==> config.mk <==
export PLATFORM = sky130hd
export DESIGN_NAME = div_unit
export DESIGN_NICKNAME = d
export VERILOG_FILES = /design/src/rtl/div_pkg.sv /design/src/rtl/div_unit_step.sv /design/src/rtl/div_unit.sv
export SDC_FILE = /design/constraint.sdc
export NUM_CORES = 1
export LEC_CHECK = 0
export ABC_AREA = 1
export CAP_MARGIN = 10
export CORE_MARGIN = 1.5
export CORE_UTILIZATION = 55
export DETAILED_ROUTE_END_ITERATION = 8
export GPL_ROUTABILITY_DRIVEN = 0
export PLACE_DENSITY = 0.85
export SLEW_MARGIN = 0
export SYNTH_ARGS = -nofsm -noshare
export SYNTH_HDL_FRONTEND = slang
export SYNTH_SLANG_ARGS = --single-unit
==> constraint.sdc <==
create_clock -name clk -period 3.75 [get_ports clk]
set_input_delay 0.9375 -clock clk [delete_from_list [all_inputs] [get_ports clk]]
set_output_delay 0.9375 -clock clk [all_outputs]
set_load 0.05 [all_outputs]
==> src/rtl/div_pkg.sv <==
// Shared encodings for the iterative divider.
// Function codes mirror funct3[1:0] of the RV32M divide group.
package div_pkg;

  localparam logic [1:0] FN_DIV  = 2'b00;
  localparam logic [1:0] FN_DIVU = 2'b01;
  localparam logic [1:0] FN_REM  = 2'b10;
  localparam logic [1:0] FN_REMU = 2'b11;

  typedef enum logic [1:0] {
    S_IDLE = 2'd0,
    S_CALC = 2'd1,
    S_FIX  = 2'd2
  } state_t;

endpackage

==> src/rtl/div_unit_step.sv <==
// One restoring-division iteration: shift {rem,quo} left,
// trial-subtract the divisor, keep the result on no borrow.
module div_unit_step #(
  parameter int WIDTH = 32
) (
  input  logic [WIDTH-1:0] i_rem,
  input  logic [WIDTH-1:0] i_quo,
  input  logic [WIDTH-1:0] i_div,
  output logic [WIDTH-1:0] o_rem,
  output logic [WIDTH-1:0] o_quo
);

  logic [WIDTH:0]   w_trial;
  logic [WIDTH-1:0] w_shift;
  logic             w_ok;

  assign w_shift = {i_rem[WIDTH-2:0], i_quo[WIDTH-1]};
  assign w_trial = {i_rem, i_quo[WIDTH-1]} - {1'b0, i_div};
  assign w_ok    = ~w_trial[WIDTH];

  assign o_rem = w_ok ? w_trial[WIDTH-1:0] : w_shift;
  assign o_quo = {i_quo[WIDTH-2:0], w_ok};

endmodule

==> src/rtl/div_unit.sv <==
// RV32M iterative divider: DIV/DIVU/REM/REMU, one quotient
// bit per cycle, with a two-cycle path for /0 and overflow.
import div_pkg::*;

module div_unit #(
  parameter int WIDTH = 32
) (
  input  logic             clk,
  input  logic             rst_n,
  input  logic             start,
  input  logic             flush,
  input  logic [1:0]       func,
  input  logic [WIDTH-1:0] a,
  input  logic [WIDTH-1:0] b,
  output logic             busy,
  output logic             valid,
  output logic [WIDTH-1:0] out
);

  localparam logic [4:0] LAST = 5'(WIDTH - 1);
  localparam logic [WIDTH-1:0] MIN =
    {1'b1, {(WIDTH-1){1'b0}}};

  state_t           r_state;
  logic [4:0]       r_cnt;
  logic [WIDTH-1:0] r_rem;
  logic [WIDTH-1:0] r_quo;
  logic [WIDTH-1:0] r_div;
  logic             r_qneg;
  logic             r_rneg;
  logic             r_sel_rem;
  logic             r_busy;
  logic             r_valid;
  logic [WIDTH-1:0] r_out;

  logic             w_signed;
  logic             w_a_neg;
  logic             w_b_neg;
  logic [WIDTH-1:0] w_a_mag;
  logic [WIDTH-1:0] w_b_mag;
  logic             w_dz;
  logic             w_ovf;
  logic [WIDTH-1:0] w_rem_n;
  logic [WIDTH-1:0] w_quo_n;
  logic [WIDTH-1:0] w_q_fix;
  logic [WIDTH-1:0] w_r_fix;

  assign w_signed = (func == FN_DIV) || (func == FN_REM);
  assign w_a_neg  = w_signed & a[WIDTH-1];
  assign w_b_neg  = w_signed & b[WIDTH-1];
  assign w_a_mag  = w_a_neg ? -a : a;
  assign w_b_mag  = w_b_neg ? -b : b;
  assign w_dz     = (b == '0);
  assign w_ovf    = w_signed && (a == MIN) && (b == '1);

  assign w_q_fix = r_qneg ? -r_quo : r_quo;
  assign w_r_fix = r_rneg ? -r_rem : r_rem;

  div_unit_step #(.WIDTH(WIDTH)) u_step (
    .i_rem (r_rem),
    .i_quo (r_quo),
    .i_div (r_div),
    .o_rem (w_rem_n),
    .o_quo (w_quo_n)
  );

  always_ff @(posedge clk) begin
    if (!rst_n) begin
      r_state   <= S_IDLE;
      r_cnt     <= '0;
      r_rem     <= '0;
      r_quo     <= '0;
      r_div     <= '0;
      r_qneg    <= 1'b0;
      r_rneg    <= 1'b0;
      r_sel_rem <= 1'b0;
      r_busy    <= 1'b0;
      r_valid   <= 1'b0;
      r_out     <= '0;
    end else begin
      r_valid <= 1'b0;
      if (flush) begin
        r_state <= S_IDLE;
        r_busy  <= 1'b0;
      end else begin
        case (r_state)
          S_IDLE: begin
            if (start) begin
              r_sel_rem <= func[1];
              r_cnt     <= '0;
              r_busy    <= 1'b1;
              // Fast-path results are final: no sign fix-up.
              if (w_dz) begin
                r_quo   <= '1;
                r_rem   <= a;
                r_qneg  <= 1'b0;
                r_rneg  <= 1'b0;
                r_state <= S_FIX;
              end else if (w_ovf) begin
                r_quo   <= MIN;
                r_rem   <= '0;
                r_qneg  <= 1'b0;
                r_rneg  <= 1'b0;
                r_state <= S_FIX;
              end else begin
                r_quo   <= w_a_mag;
                r_rem   <= '0;
                r_div   <= w_b_mag;
                r_qneg  <= w_a_neg ^ w_b_neg;
                r_rneg  <= w_a_neg;
                r_state <= S_CALC;
              end
            end
          end
          S_CALC: begin
            r_rem <= w_rem_n;
            r_quo <= w_quo_n;
            r_cnt <= r_cnt + 5'd1;
            if (r_cnt == LAST) r_state <= S_FIX;
          end
          S_FIX: begin
            r_out   <= r_sel_rem ? w_r_fix : w_q_fix;
            r_valid <= 1'b1;
            r_busy  <= 1'b0;
            r_state <= S_IDLE;
          end
          default: r_state <= S_IDLE;
        endcase
      end
    end
  end

  assign busy  = r_busy;
  assign valid = r_valid;
  assign out   = r_out;

endmodule
==> results by stage <==
Cells and area:
- The share of cells above drive strength 1 is 0.0634.
- Counting the fill cells in the layout gives roughly 2300.
- The net count of the finished layout is roughly 2600.
- The repair_antennas step left the layout with diodes totalling 0.
- Across the whole layout, storage elements account for around 2800 sq um.
- Summing all multi-input logic gate instances after layout gives 8910 sq um.
- The layout overhead on the synthesized area is 12.8%.

Synth:
- After synthesis the cells add up to about 14000 sq um.
- After synthesis the netlist holds a flip-flop and latch count of 140.
- The flip-flop cell with the highest count after synthesis is sky130_fd_sc_hd__dfxtp_1.
- During synthesis, Yosys emitted a total of 0 warnings.
- When the netlist entered floorplanning its net count stood at 2533.
- The async set-reset flop share out of synthesis is 0.
- The synthesized netlist contains 52 unique library cells.
- The sequential cell area fraction in the yosys report is 0.205.
- The post-synthesis instance total is roughly 2400.
- The synthesized design spends more area on one cell type than any other, namely sky130_fd_sc_hd__dfxtp_1.
- Ranked by total cell area, the synthesized netlist is headed by sky130_fd_sc_hd__dfxtp_1 20%, sky130_fd_sc_hd__nand2_1 17%, sky130_fd_sc_hd__inv_1 11%.
- The share of the synthesized area in the top cell type is 0.205.
- The mean cell area of the mapped netlist is roughly 5.7 sq um.
- Counting flops with a built-in enable in the synthesized netlist gives 0.

Floorplanning:
- The core outline area is around 24000 sq um.
- The die outline width is 161 um.
- The area enclosed by the die boundary is approximately 26000 sq um.
- The placement row count is 57.
- For this configuration, the core starts out at a cell density of 0.562.
- The vertical die dimension is roughly 160 um.
- between 100 and 150 I/O pins were placed.

Setup path:
- The worst register-to-register path has a depth of 16.
- The critical path in this run is classified as primary input to register.
- The kind of start point of the critical path is a primary input.
- The required arrival time at the worst endpoint is between 4 and 5 ns.
- For the worst setup path, the data arrival time is ~3.4 ns.
- The largest fanout on the critical path is 26.
- The endpoint type of the worst setup path is a register.

Min path:
- Along the worst hold path, the cell count comes to 2.
- In this run the worst hold path is classified as register to register.

Clock network:
- The H-tree depth reported by CTS is 4.
- The count of instances resized after the clock tree is built is 0.
- TritonCTS built the clock tree.
- The worst-skew pair later-pin latency is roughly 0.43 ns.
- After clock tree synthesis, the clock-pin slew on the worst setup and hold paths is approximately 0.070 ns.
- The count of hold buffers inserted by post-cts repair is 0.
- No sink is reached through more buffers than the 2 on the longest clock path.
- CTS saw 140 sinks.
- After clock tree synthesis, the setup repair step added 0 buffers.
- The clock root buffer master is sky130_fd_sc_hd__clkbuf_16.
- In this run, CTS created clock tree buffers numbering 17.

GRT:
- The number of antenna violations at the first check in global routing is 1.
- The global-route usage over all layers is 0.361.
- The number of global-route vias before repair is 14700.
- Entering global routing, the biggest net connects 108 pins.
- The residual overflow from global routing is 0.
- The first global-routing pass estimated between 70000 and 80000 um of wire.

Outcome:
- The final reports fail on DRC.
- The run finished, with violations left.

Flow run:
- The max-capacitance violation count is 0.

Detailed routing:
- The number of remaining DRC errors is 25.
- Before antenna repair, the detailed router went through 9 iterations.
- Detailed routing inserted a total of between 15000 and 20000 vias.
- Dividing the detail-routed wire length by the instance count gives between 15 and 20 um.
- The DRC marker count from the first detailed-route iteration is roughly 2200.
- After detailed routing, the total wire length is around 47000 um.
- The remaining antenna violation count is 0.
- The via density per instance is between 5 and 6.

Timing:
- The smallest clock period supported by the final layout is computed as 3.08 ns.
- Setup repair after global routing left no endpoint under its margin.
- The hold violation total from the final report was 0.
- The maximum operating frequency is roughly 320 MHz.
- Setup violations remaining at the end of the flow were counted as 0.
- Setup slack closes at approximately 0.67 ns.
- The count of final max-slew check failures is 0.
- Between clock sinks in the finished design, the worst skew comes to approximately 0.014 ns.
- For the final routed database, the setup TNS stands at 0 ns.
- Dividing the final minimum period by the clock period gives 0.822.
- The tightest hold path in the finished design has a slack of around 0.47 ns.
- The slew at the pin with the worst max-slew slack is 1.11 ns.
- The normalized max-slew margin is 0.259.

Pwr:
- Across the VDD grid, the largest voltage drop is about 0.39 mV.
- The power density over the cells is roughly 360 nW/um^2.
- For this design the static power due to leakage is 7.62 nW.

Place:
- The post-place setup slack is roughly 0.36 ns.
- The number of buffers inserted by port buffering is between 100 and 150.
- After legalization and detailed placement, the total HPWL measured between 30000 and 40000 um.
final cells by class:
type	count	share of cell area
repair buffers	123	0.0761
flip-flops and latches	140	0.181
clock inverters	15	0.00955
inverters	421	0.102
clock buffers	17	0.0275
well taps	324	0.0262
multi-input cells	1777	0.577
critical path, stage by stage:
cell                              delay [ns]
sky130_fd_sc_hd__clkdlybuf4s50_1        0.46
sky130_fd_sc_hd__inv_1                  0.10
sky130_fd_sc_hd__ha_1                   0.27
sky130_fd_sc_hd__nand4_4                0.15
sky130_fd_sc_hd__nor2_4                 0.17
sky130_fd_sc_hd__nand4_4                0.11
sky130_fd_sc_hd__nor2_4                 0.18
sky130_fd_sc_hd__buf_4                  0.32
sky130_fd_sc_hd__nand3_1                0.33
sky130_fd_sc_hd__o21ai_1                0.21
sky130_fd_sc_hd__inv_1                  0.06
sky130_fd_sc_hd__a21oi_2                0.12
sequential cells by signal, summed over array words and instances (netlist names):
name       flops
out           32
r_sel_rem      1
r_qneg         1
r_state        2
r_div         32
busy           1
valid          1
r_rem         32
r_rneg         1
r_quo         32
r_cnt          5
metrics by stage:
step | total power, mW | instance area [sq um] | cells | util
6_report | 5.53 | 15500 | 2817 | 0.634
5_1_grt | 5.83 | 15500 | 2817 | 0.634
4_1_cts | 5.45 | 15500 | 2817 | 0.634
3_5_place_dp | 3.81 | 14900 | 2785 | 0.610
3_3_place_gp | 3.78 | 14900 | 2785 | 0.610
2_1_floorplan | 3.23 | 13700 | 2423 | -
where the power goes:
group	switching (mW)	internal, mW	total [mW]	leakage (nW)
sequential	0.119	1.57	1.69	1.14
clock	0.764	0.882	1.65	0.277
combinational	1.50	0.699	2.20	6.20
total	2.38	3.15	5.53	7.62
logic make-up after synthesis:
logic type / count (synthesis) / synth area share
buffers and inverters: 506 / 0.147
adder cells (fa/ha/maj): 40 / 0.0371
AND/OR/NAND/NOR: 1253 / 0.402
XOR/XNOR: 46 / 0.0294
AO/OA/AOI/OAI: 438 / 0.180
flip-flops: 140 / 0.205
synth_stat cells (8+ instances only):
library cell                 n
sky130_fd_sc_hd__a21oi_1   144
sky130_fd_sc_hd__a21oi_2    28
sky130_fd_sc_hd__and2_1      8
sky130_fd_sc_hd__buf_2      13
sky130_fd_sc_hd__clkbuf_1   59
sky130_fd_sc_hd__dfxtp_1   140
sky130_fd_sc_hd__ha_1       39
sky130_fd_sc_hd__inv_1     401
sky130_fd_sc_hd__inv_2      18
sky130_fd_sc_hd__nand2_1   635
sky130_fd_sc_hd__nand2_2    19
sky130_fd_sc_hd__nand3_1   243
sky130_fd_sc_hd__nand4_1    41
sky130_fd_sc_hd__nor2_1    224
sky130_fd_sc_hd__nor3_1     35
sky130_fd_sc_hd__o211ai_1   26
sky130_fd_sc_hd__o21a_1     16
sky130_fd_sc_hd__o21ai_0   165
sky130_fd_sc_hd__o21ai_1    37
sky130_fd_sc_hd__xnor2_1    11
sky130_fd_sc_hd__xor2_1     35
layout by cell type (no fill, tap or decap), types with 19 or more instances in the layout:
cell type                         netlist  routed
sky130_fd_sc_hd__ha_1                  39      39
sky130_fd_sc_hd__o21ai_0              165     165
sky130_fd_sc_hd__nand4_1               41      41
sky130_fd_sc_hd__a21oi_1              144     144
sky130_fd_sc_hd__o21ai_1               37      37
sky130_fd_sc_hd__dfxtp_1              140     140
sky130_fd_sc_hd__nand2_2               19      19
sky130_fd_sc_hd__nor2_1               224     223
sky130_fd_sc_hd__a21oi_2               28      28
sky130_fd_sc_hd__nor3_1                35      35
sky130_fd_sc_hd__inv_1                401     401
sky130_fd_sc_hd__nand2_1              635     635
sky130_fd_sc_hd__buf_4                  2      20
sky130_fd_sc_hd__nand3_1              243     243
sky130_fd_sc_hd__o211ai_1              26      26
sky130_fd_sc_hd__clkdlybuf4s50_1        0     102
sky130_fd_sc_hd__xor2_1                35      35
layer usage:
metal,track usage,vias to the layer above,wire length (um)
met5,0,-,9
met4,0.198,2,2910
met3,0.0881,223,5860
met2,0.551,1118,19900
met1,0.467,7095,18300
li1,-,7883,-
path summary, 6_finish.rpt:
check | slack, ns | startpoint | to
max reg2reg | 0.91 | r_rem[0]$_SDFFE_PN0P_ | r_rem[4]$_SDFFE_PN0P_
min | 0.47 | r_div[2]$_SDFFE_PN0P_ | r_div[2]$_SDFFE_PN0P_
max | 0.67 | b[0] | r_rem[27]$_SDFFE_PN0P_
min reg2reg | 0.47 | r_div[2]$_SDFFE_PN0P_ | r_div[2]$_SDFFE_PN0P_
No activity file was read; power rests on OpenSTA's default activity.
